## src/rtl/shift_sched_if.sv

```systemverilog
// ---------------------------------------------------------------------------
// shift_sched_if
//   Bundle of every non-clock signal of the shift scheduler: the two
//   requester handshakes, the shared response and the Shifter operand/result
//   bus.
//   Modports:
//     slave  - the scheduler side (consumes requests and sh_r, drives the rest)
//     master - the requester/Shifter side (the mirror image)
// ---------------------------------------------------------------------------
interface shift_sched_if #(
    parameter int WIDTH = 16,
    parameter int AMT_W = 5
);
    logic             req0_valid;
    logic [WIDTH-1:0] req0_a;
    logic [AMT_W-1:0] req0_amt;
    logic             req0_ready;
    logic             req1_valid;
    logic [WIDTH-1:0] req1_a;
    logic [AMT_W-1:0] req1_amt;
    logic             req1_ready;
    logic             rsp0_valid;
    logic             rsp1_valid;
    logic [WIDTH-1:0] rsp_r;
    logic [WIDTH-1:0] sh_a;
    logic [AMT_W-1:0] sh_amt;
    logic [WIDTH-1:0] sh_r;
    logic             busy;

    modport slave (
        input  req0_valid, req0_a, req0_amt,
        input  req1_valid, req1_a, req1_amt,
        input  sh_r,
        output req0_ready, req1_ready,
        output rsp0_valid, rsp1_valid, rsp_r,
        output sh_a, sh_amt, busy
    );

    modport master (
        output req0_valid, req0_a, req0_amt,
        output req1_valid, req1_a, req1_amt,
        output sh_r,
        input  req0_ready, req1_ready,
        input  rsp0_valid, rsp1_valid, rsp_r,
        input  sh_a, sh_amt, busy
    );
endinterface

```

## src/rtl/shift_sched.sv

```systemverilog
// ---------------------------------------------------------------------------
// shift_sched
//   Round-robin scheduler in front of a shared Shifter. Accepts one operation
//   at a time from requester 0 or 1, drives the Shifter operands, waits out
//   SHIFT_LAT cycles, captures the result and returns it to the owner with a
//   one-cycle valid pulse.
//   Ports:
//     clk   - rising-edge clock
//     reset - synchronous, active-high reset
//     bus   - shift_sched_if.slave: req0/req1 handshakes, rsp0/rsp1 pulses,
//             rsp_r, Shifter operands sh_a/sh_amt, Shifter result sh_r, busy
// ---------------------------------------------------------------------------
module shift_sched #(
    parameter int WIDTH     = 16,
    parameter int AMT_W     = 5,
    parameter int SHIFT_LAT = 1
) (
    input  logic         clk,
    input  logic         reset,
    shift_sched_if.slave bus
);

    generate
        if (SHIFT_LAT < 0 || SHIFT_LAT > 7) begin : g_bad_lat
            $error("shift_sched: SHIFT_LAT must be in 0..7");
        end
    endgenerate

    localparam bit         ZERO_LAT = (SHIFT_LAT == 0);
    localparam logic [2:0] LAT3     = 3'(SHIFT_LAT);

    typedef enum logic [1:0] {
        IDLE,
        ISSUE,
        WAIT_LAT,
        RESP
    } state_t;

    state_t     state;
    state_t     state_nxt;
    logic [2:0] cnt;
    logic       last_grant;   // requester that won the most recent handshake
    logic       owner;        // requester that owns the op in flight
    logic       idle;
    logic       grant0;
    logic       grant1;
    logic       hs0;
    logic       hs1;
    logic       capture;

    // Ready is suppressed during reset so nothing is accepted in a cycle whose
    // state update is about to be discarded.
    assign idle   = (state == IDLE) && !reset;
    assign grant0 = bus.req0_valid && (!bus.req1_valid || last_grant);
    assign grant1 = bus.req1_valid && (!bus.req0_valid || !last_grant);

    assign bus.req0_ready = idle && grant0;
    assign bus.req1_ready = idle && grant1;

    assign hs0 = bus.req0_ready;   // ready already implies valid
    assign hs1 = bus.req1_ready;

    // The Shifter result is valid at the end of the cycle SHIFT_LAT after ISSUE.
    assign capture = (state == ISSUE && ZERO_LAT) ||
                     (state == WAIT_LAT && cnt == 3'd1);

    // NOTE: every combinational output gets a default first so no path leaves
    // it unassigned; otherwise a latch is inferred.
    always_comb begin
        state_nxt = state;
        unique case (state)
            IDLE:     if (hs0 || hs1) state_nxt = ISSUE;
            ISSUE:    state_nxt = ZERO_LAT ? RESP : WAIT_LAT;
            WAIT_LAT: if (cnt == 3'd1) state_nxt = RESP;
            RESP:     state_nxt = IDLE;
            default:  state_nxt = IDLE;
        endcase
    end

    // NOTE: sequential state uses non-blocking assignments so every register
    // samples pre-edge values regardless of statement order.
    always_ff @(posedge clk) begin
        if (reset) begin
            state          <= IDLE;
            cnt            <= 3'd0;
            last_grant     <= 1'b1;
            owner          <= 1'b0;
            bus.sh_a       <= '0;
            bus.sh_amt     <= '0;
            bus.rsp_r      <= '0;
            bus.rsp0_valid <= 1'b0;
            bus.rsp1_valid <= 1'b0;
            bus.busy       <= 1'b0;
        end else begin
            state          <= state_nxt;
            bus.busy       <= (state_nxt != IDLE);
            bus.rsp0_valid <= capture && !owner;
            bus.rsp1_valid <= capture &&  owner;

            if (hs0 || hs1) begin
                owner      <= hs1;
                last_grant <= hs1;
                bus.sh_a   <= hs1 ? bus.req1_a   : bus.req0_a;
                bus.sh_amt <= hs1 ? bus.req1_amt : bus.req0_amt;
            end

            if (state == ISSUE)
                cnt <= LAT3;
            else if (state == WAIT_LAT)
                cnt <= cnt - 3'd1;

            if (capture)
                bus.rsp_r <= bus.sh_r;
        end
    end

endmodule

```

## src/flat_wrapper.sv

```systemverilog
// flat-port wrapper written by rule: the top's interface ports become plain ports
module shift_sched_flat 
#(
    parameter int WIDTH     = 16,
    parameter int AMT_W     = 5,
    parameter int SHIFT_LAT = 1
)
  (clk, reset, bus_req0_valid, bus_req0_a, bus_req0_amt, bus_req1_valid, bus_req1_a, bus_req1_amt, bus_sh_r, bus_req0_ready, bus_req1_ready, bus_rsp0_valid, bus_rsp1_valid, bus_rsp_r, bus_sh_a, bus_sh_amt, bus_busy);
  shift_sched_if #(.WIDTH(WIDTH), .AMT_W(AMT_W)) bus_i ();
  input  logic clk;
  input  logic reset;
  input wire logic [$bits(bus_i.req0_valid)-1:0] bus_req0_valid;
  input wire logic [$bits(bus_i.req0_a)-1:0] bus_req0_a;
  input wire logic [$bits(bus_i.req0_amt)-1:0] bus_req0_amt;
  input wire logic [$bits(bus_i.req1_valid)-1:0] bus_req1_valid;
  input wire logic [$bits(bus_i.req1_a)-1:0] bus_req1_a;
  input wire logic [$bits(bus_i.req1_amt)-1:0] bus_req1_amt;
  input wire logic [$bits(bus_i.sh_r)-1:0] bus_sh_r;
  output wire logic [$bits(bus_i.req0_ready)-1:0] bus_req0_ready;
  output wire logic [$bits(bus_i.req1_ready)-1:0] bus_req1_ready;
  output wire logic [$bits(bus_i.rsp0_valid)-1:0] bus_rsp0_valid;
  output wire logic [$bits(bus_i.rsp1_valid)-1:0] bus_rsp1_valid;
  output wire logic [$bits(bus_i.rsp_r)-1:0] bus_rsp_r;
  output wire logic [$bits(bus_i.sh_a)-1:0] bus_sh_a;
  output wire logic [$bits(bus_i.sh_amt)-1:0] bus_sh_amt;
  output wire logic [$bits(bus_i.busy)-1:0] bus_busy;
  assign bus_i.req0_valid = bus_req0_valid;
  assign bus_i.req0_a = bus_req0_a;
  assign bus_i.req0_amt = bus_req0_amt;
  assign bus_i.req1_valid = bus_req1_valid;
  assign bus_i.req1_a = bus_req1_a;
  assign bus_i.req1_amt = bus_req1_amt;
  assign bus_i.sh_r = bus_sh_r;
  assign bus_req0_ready = bus_i.req0_ready;
  assign bus_req1_ready = bus_i.req1_ready;
  assign bus_rsp0_valid = bus_i.rsp0_valid;
  assign bus_rsp1_valid = bus_i.rsp1_valid;
  assign bus_rsp_r = bus_i.rsp_r;
  assign bus_sh_a = bus_i.sh_a;
  assign bus_sh_amt = bus_i.sh_amt;
  assign bus_busy = bus_i.busy;
  shift_sched #(.WIDTH(WIDTH), .AMT_W(AMT_W), .SHIFT_LAT(SHIFT_LAT)) u_core (.clk(clk), .reset(reset), .bus(bus_i));
endmodule
```

## config.mk

```make
export PLATFORM = sky130hd
export DESIGN_NAME = shift_sched_flat
export DESIGN_NICKNAME = d
export VERILOG_FILES = /design/src/rtl/shift_sched_if.sv /design/src/rtl/shift_sched.sv /design/src/flat_wrapper.sv
export SDC_FILE = /design/constraint.sdc
export NUM_CORES = 1
export LEC_CHECK = 0
export CAP_MARGIN = 20
export CORE_UTILIZATION = 25
export DETAILED_ROUTE_END_ITERATION = 7
export GPL_TIMING_DRIVEN = 0
export PLACE_DENSITY_LB_ADDON = 0.25
export SLEW_MARGIN = 10
export SYNTH_ARGS = -nofsm -noshare
export SYNTH_HDL_FRONTEND = slang
export SYNTH_SLANG_ARGS = --single-unit
```

## constraint.sdc

```tcl
create_clock -name clk -period 3.21 [get_ports clk]
set_input_delay 0.642 -clock clk [delete_from_list [all_inputs] [get_ports clk]]
set_output_delay 0.642 -clock clk [all_outputs]
set_load 0.005 [all_outputs]
```

==> results by group <==
Floorplanning
  • Die height: 95.3 um
  • Core area: 8300 sq um
  • Standard-cell rows: 33
  • Starting Density: 26.2%
  • # IOs: 104
  • Die W: 95.3 um
  • Die ar.: 9080 sq um

Setup path
  • Crit path launch type: primary input
  • CP Data Required Time: 2.57 ns
  • Crit Path Category: in -> out
  • R2R cell count: 6
  • R2r setup slk: 1.57 ns
  • Arrival time worst endpoint: 2.19 ns
  • R2R Path End: u_core.bus.rsp_r[12]$_SDFFE_PP0P_
  • Crit path max fanout: 10
  • Worst setup path end: bus_req1_ready
  • FF-to-FF Start: u_core.state[0]$_SDFF_PP0_
  • CP Launch Point: reset
  • CP endpoint kind: output port

Power and ir drop
  • Power density over cell area: 594 nW/um^2
  • Total Power: 2.02 mW
  • LEAKAGE: approximately 1.2 nW
  • Peak VDD IR: about 0.00025 V

Routing
  • Vias per cell: 4.80
  • DRC Markers: 0
  • Initial DRC Count: 66
  • WL/cell: around 14 um
  • Detailed Routing Iterations Pass 1: 4
  • Vias post-DR: 2,222
  • Total Wirelength: around 6.6 mm
  • Final ANT Viol Nets: 0

Timing
  • Crit path time final: 2.83 ns
  • Final Max Tran Viols: 0
  • Hold Vio Cnt, Final: 0
  • Slew HR: 69.7%
  • Worst Tran Pin Value: between 0.4 and 0.5 ns
  • Fin crit share: 88.2%
  • Hold WS: 0.433 ns
  • Worst Setup Slack, final: 0.380 ns
  • Setup violations, final: 0
  • Worst clock skew: 0.0121 ns
  • Sum Neg Setup Slack: 0 ns
  • RSZ-0062 raised after global routing: no
  • FMAX: 353 MHz

Final layout
  • FILL cells: 860
  • Synth-to-Final Area Change: 56.8%
  • Layout cells sized above 1: 9.78%
  • Final #Nets: 424
  • Finished Cell Area: roughly 3400 sq um
  • ANT cells: 0

GRT
  • GRT Total Usage: 14.6%
  • Initial antenna violation count: 0
  • First-pass GRT wire length: 10.4 mm
  • Pin count of the biggest net entering global routing: 15
  • Total grt overflow: 0
  • Vias in the first global route: 2,161

Synthesis
  • Dominant synthesized flop cell: dfxtp_1
  • Yosys warning count: 0
  • Synth cell types: 33
  • Seq/Total Area, Yosys: 43.3%
  • Post-synthesis cell area: around 2200 sq um
  • Synth async-reset ratio: 0%
  • Yosys reg bits: 47
  • Cell count after synthesis: 248
  • Mean Syn Cell Area: 8.77 sq um
  • EDFF count, synth: 0
  • Syn Nets: 315

Clock tree
  • Root Buffer: clkbuf_8
  • Reg clk slew, reported paths: 0.09 ns
  • CTS sink count: 47
  • Num CTS Buffers: 5
  • Post-CTS sizing: 0
  • CTS max path bufs: 2
  • Clk Latency, worst-skew pair: 0.31 ns
  • CTS HTree Levels: 2
  • Postcts setup bufs: 0
  • CTS Hold Bufs: 0
  • CTS tree: yes

Min path
  • Hold path start: u_core.owner$_SDFFE_PP0P_
  • Worst min path class: reg -> reg

Place
  • # port buffers: a little over 100
  • Gpl congestion: 0.741
  • Hpwl dp: approximately 4.8 mm
  • Cell Area, Placed: 3330 sq um
  • Pre-CTS setup slack: 0.368 ns

Flow run
  • Max-cap violations: 0

Status
  • Status: finished clean
==> layer usage <==
layer | wire length, um | up-vias | track usage [%]
li1 | - | 1128 | -
met1 | 2940 | 1001 | 19.0
met2 | 3010 | 84 | 22.8
met3 | 583 | 9 | 4.94
met4 | 78 | 0 | 4.17
met5 | 0 | - | 0
==> registers in the layout, indices dropped and copies added, names as in the netlist <==
signal,flops
u_core.bus.rsp_r,16
u_core.bus.sh_a,16
u_core.bus.sh_amt,5
u_core.cnt,3
u_core.state,2
u_core.bus.busy,1
u_core.bus.rsp0_valid,1
u_core.bus.rsp1_valid,1
u_core.last_grant,1
u_core.owner,1
==> per-stage QoR <==
stage | instances | util [%]
after global routing | 463 | 41.1
after CTS | 463 | 41.1
final | 463 | 41.1
after detailed placement | 455 | 40.1
after global placement | 455 | 40.1
after floorplan | 248 | -
==> cells in the final DEF (no fill, tap or decap), types with 2 or more instances in the layout <==
cell type	n
clkdlybuf4s50_1	102
dfxtp_1	47
a21oi_1	39
nand2_1	34
a211oi_1	22
a311oi_1	21
o21ai_0	18
buf_2	9
buf_4	7
nor2_1	7
inv_1	5
ha_1	5
clkbuf_8	5
nand2b_1	3
o21ai_1	3
buf_6	3
nor3_1	3
clkinv_2	3
buf_8	2
or2_1	2
dlygate4sd1_1	2
clkbuf_1	2
==> worst min-delay path by stage <==
stage	endpoint	cells after the start
finish	u_core.bus.rsp0_valid$_SDFF_PP0_	1
global route	u_core.bus.rsp0_valid$_SDFF_PP0_	1
CTS	u_core.bus.rsp0_valid$_SDFF_PP0_	1
detailed placement	u_core.bus.rsp0_valid$_SDFF_PP0_	1
global placement	u_core.bus.rsp0_valid$_SDFF_PP0_	1
floorplan	u_core.bus.rsp0_valid$_SDFF_PP0_	1
==> cell usage after synthesis (2+ instances only) <==
library cell / count / share of area (%)
o21ai_0: 18 / 4.1
buf_6: 3 / 1.6
ha_1: 5 / 2.9
buf_8: 2 / 1.4
inv_1: 5 / 0.86
dlygate4sd1_1: 2 / 0.81
buf_4: 7 / 2.4
a211oi_1: 22 / 7.6
nand2_1: 34 / 5.9
nor2_1: 7 / 1.2
dfxtp_1: 47 / 43
or2_1: 2 / 0.58
buf_2: 9 / 2.1
nand2b_1: 3 / 0.86
nor3_1: 3 / 0.69
a21oi_1: 39 / 9.0
clkbuf_1: 2 / 0.35
o21ai_1: 3 / 0.69
a311oi_1: 21 / 8.5
==> critical path, cell delays in order <==
cell and delay [ns]:
clkdlybuf4s50_1 0.45, nand3b_2 0.27, buf_2 0.22, nor2_1 0.10
clkdlybuf4s50_1 0.50
==> area by class of cell <==
| class | instances | area, sq um | area share [%] |
|---|---|---|---|
| clock buffer | 5 | 68.8 | 2.02 |
| timing repair buffer | 102 | 1020 | 29.9 |
| clock inverter | 3 | 15.0 | 0.440 |
| tap | 105 | 131 | 3.85 |
| multi-input combinational | 171 | 1030 | 30.2 |
| buffer | 25 | 186 | 5.47 |
| inverter | 5 | 18.8 | 0.550 |
| sequential | 47 | 941 | 27.6 |
==> power by group <==
| part | leakage, nW | internal (mW) | switching, mW | total [mW] |
|---|---|---|---|---|
| Sequential | 0.385 | 0.703 | 0.0664 | 0.769 |
| Combinational | 0.741 | 0.480 | 0.420 | 0.900 |
| Clock | 0.0477 | 0.150 | 0.206 | 0.356 |
| Total | 1.17 | 1.33 | 0.693 | 2.02 |
==> cells by family after synthesis <==
family,share of synthesized area (%)
flops,43.3
compound gates,31.2
fa+ha+maj,2.88
xor+xnor,0.403
simple gates,12.8
buf+inv,9.44
Power figures use the tool's default switching activity.
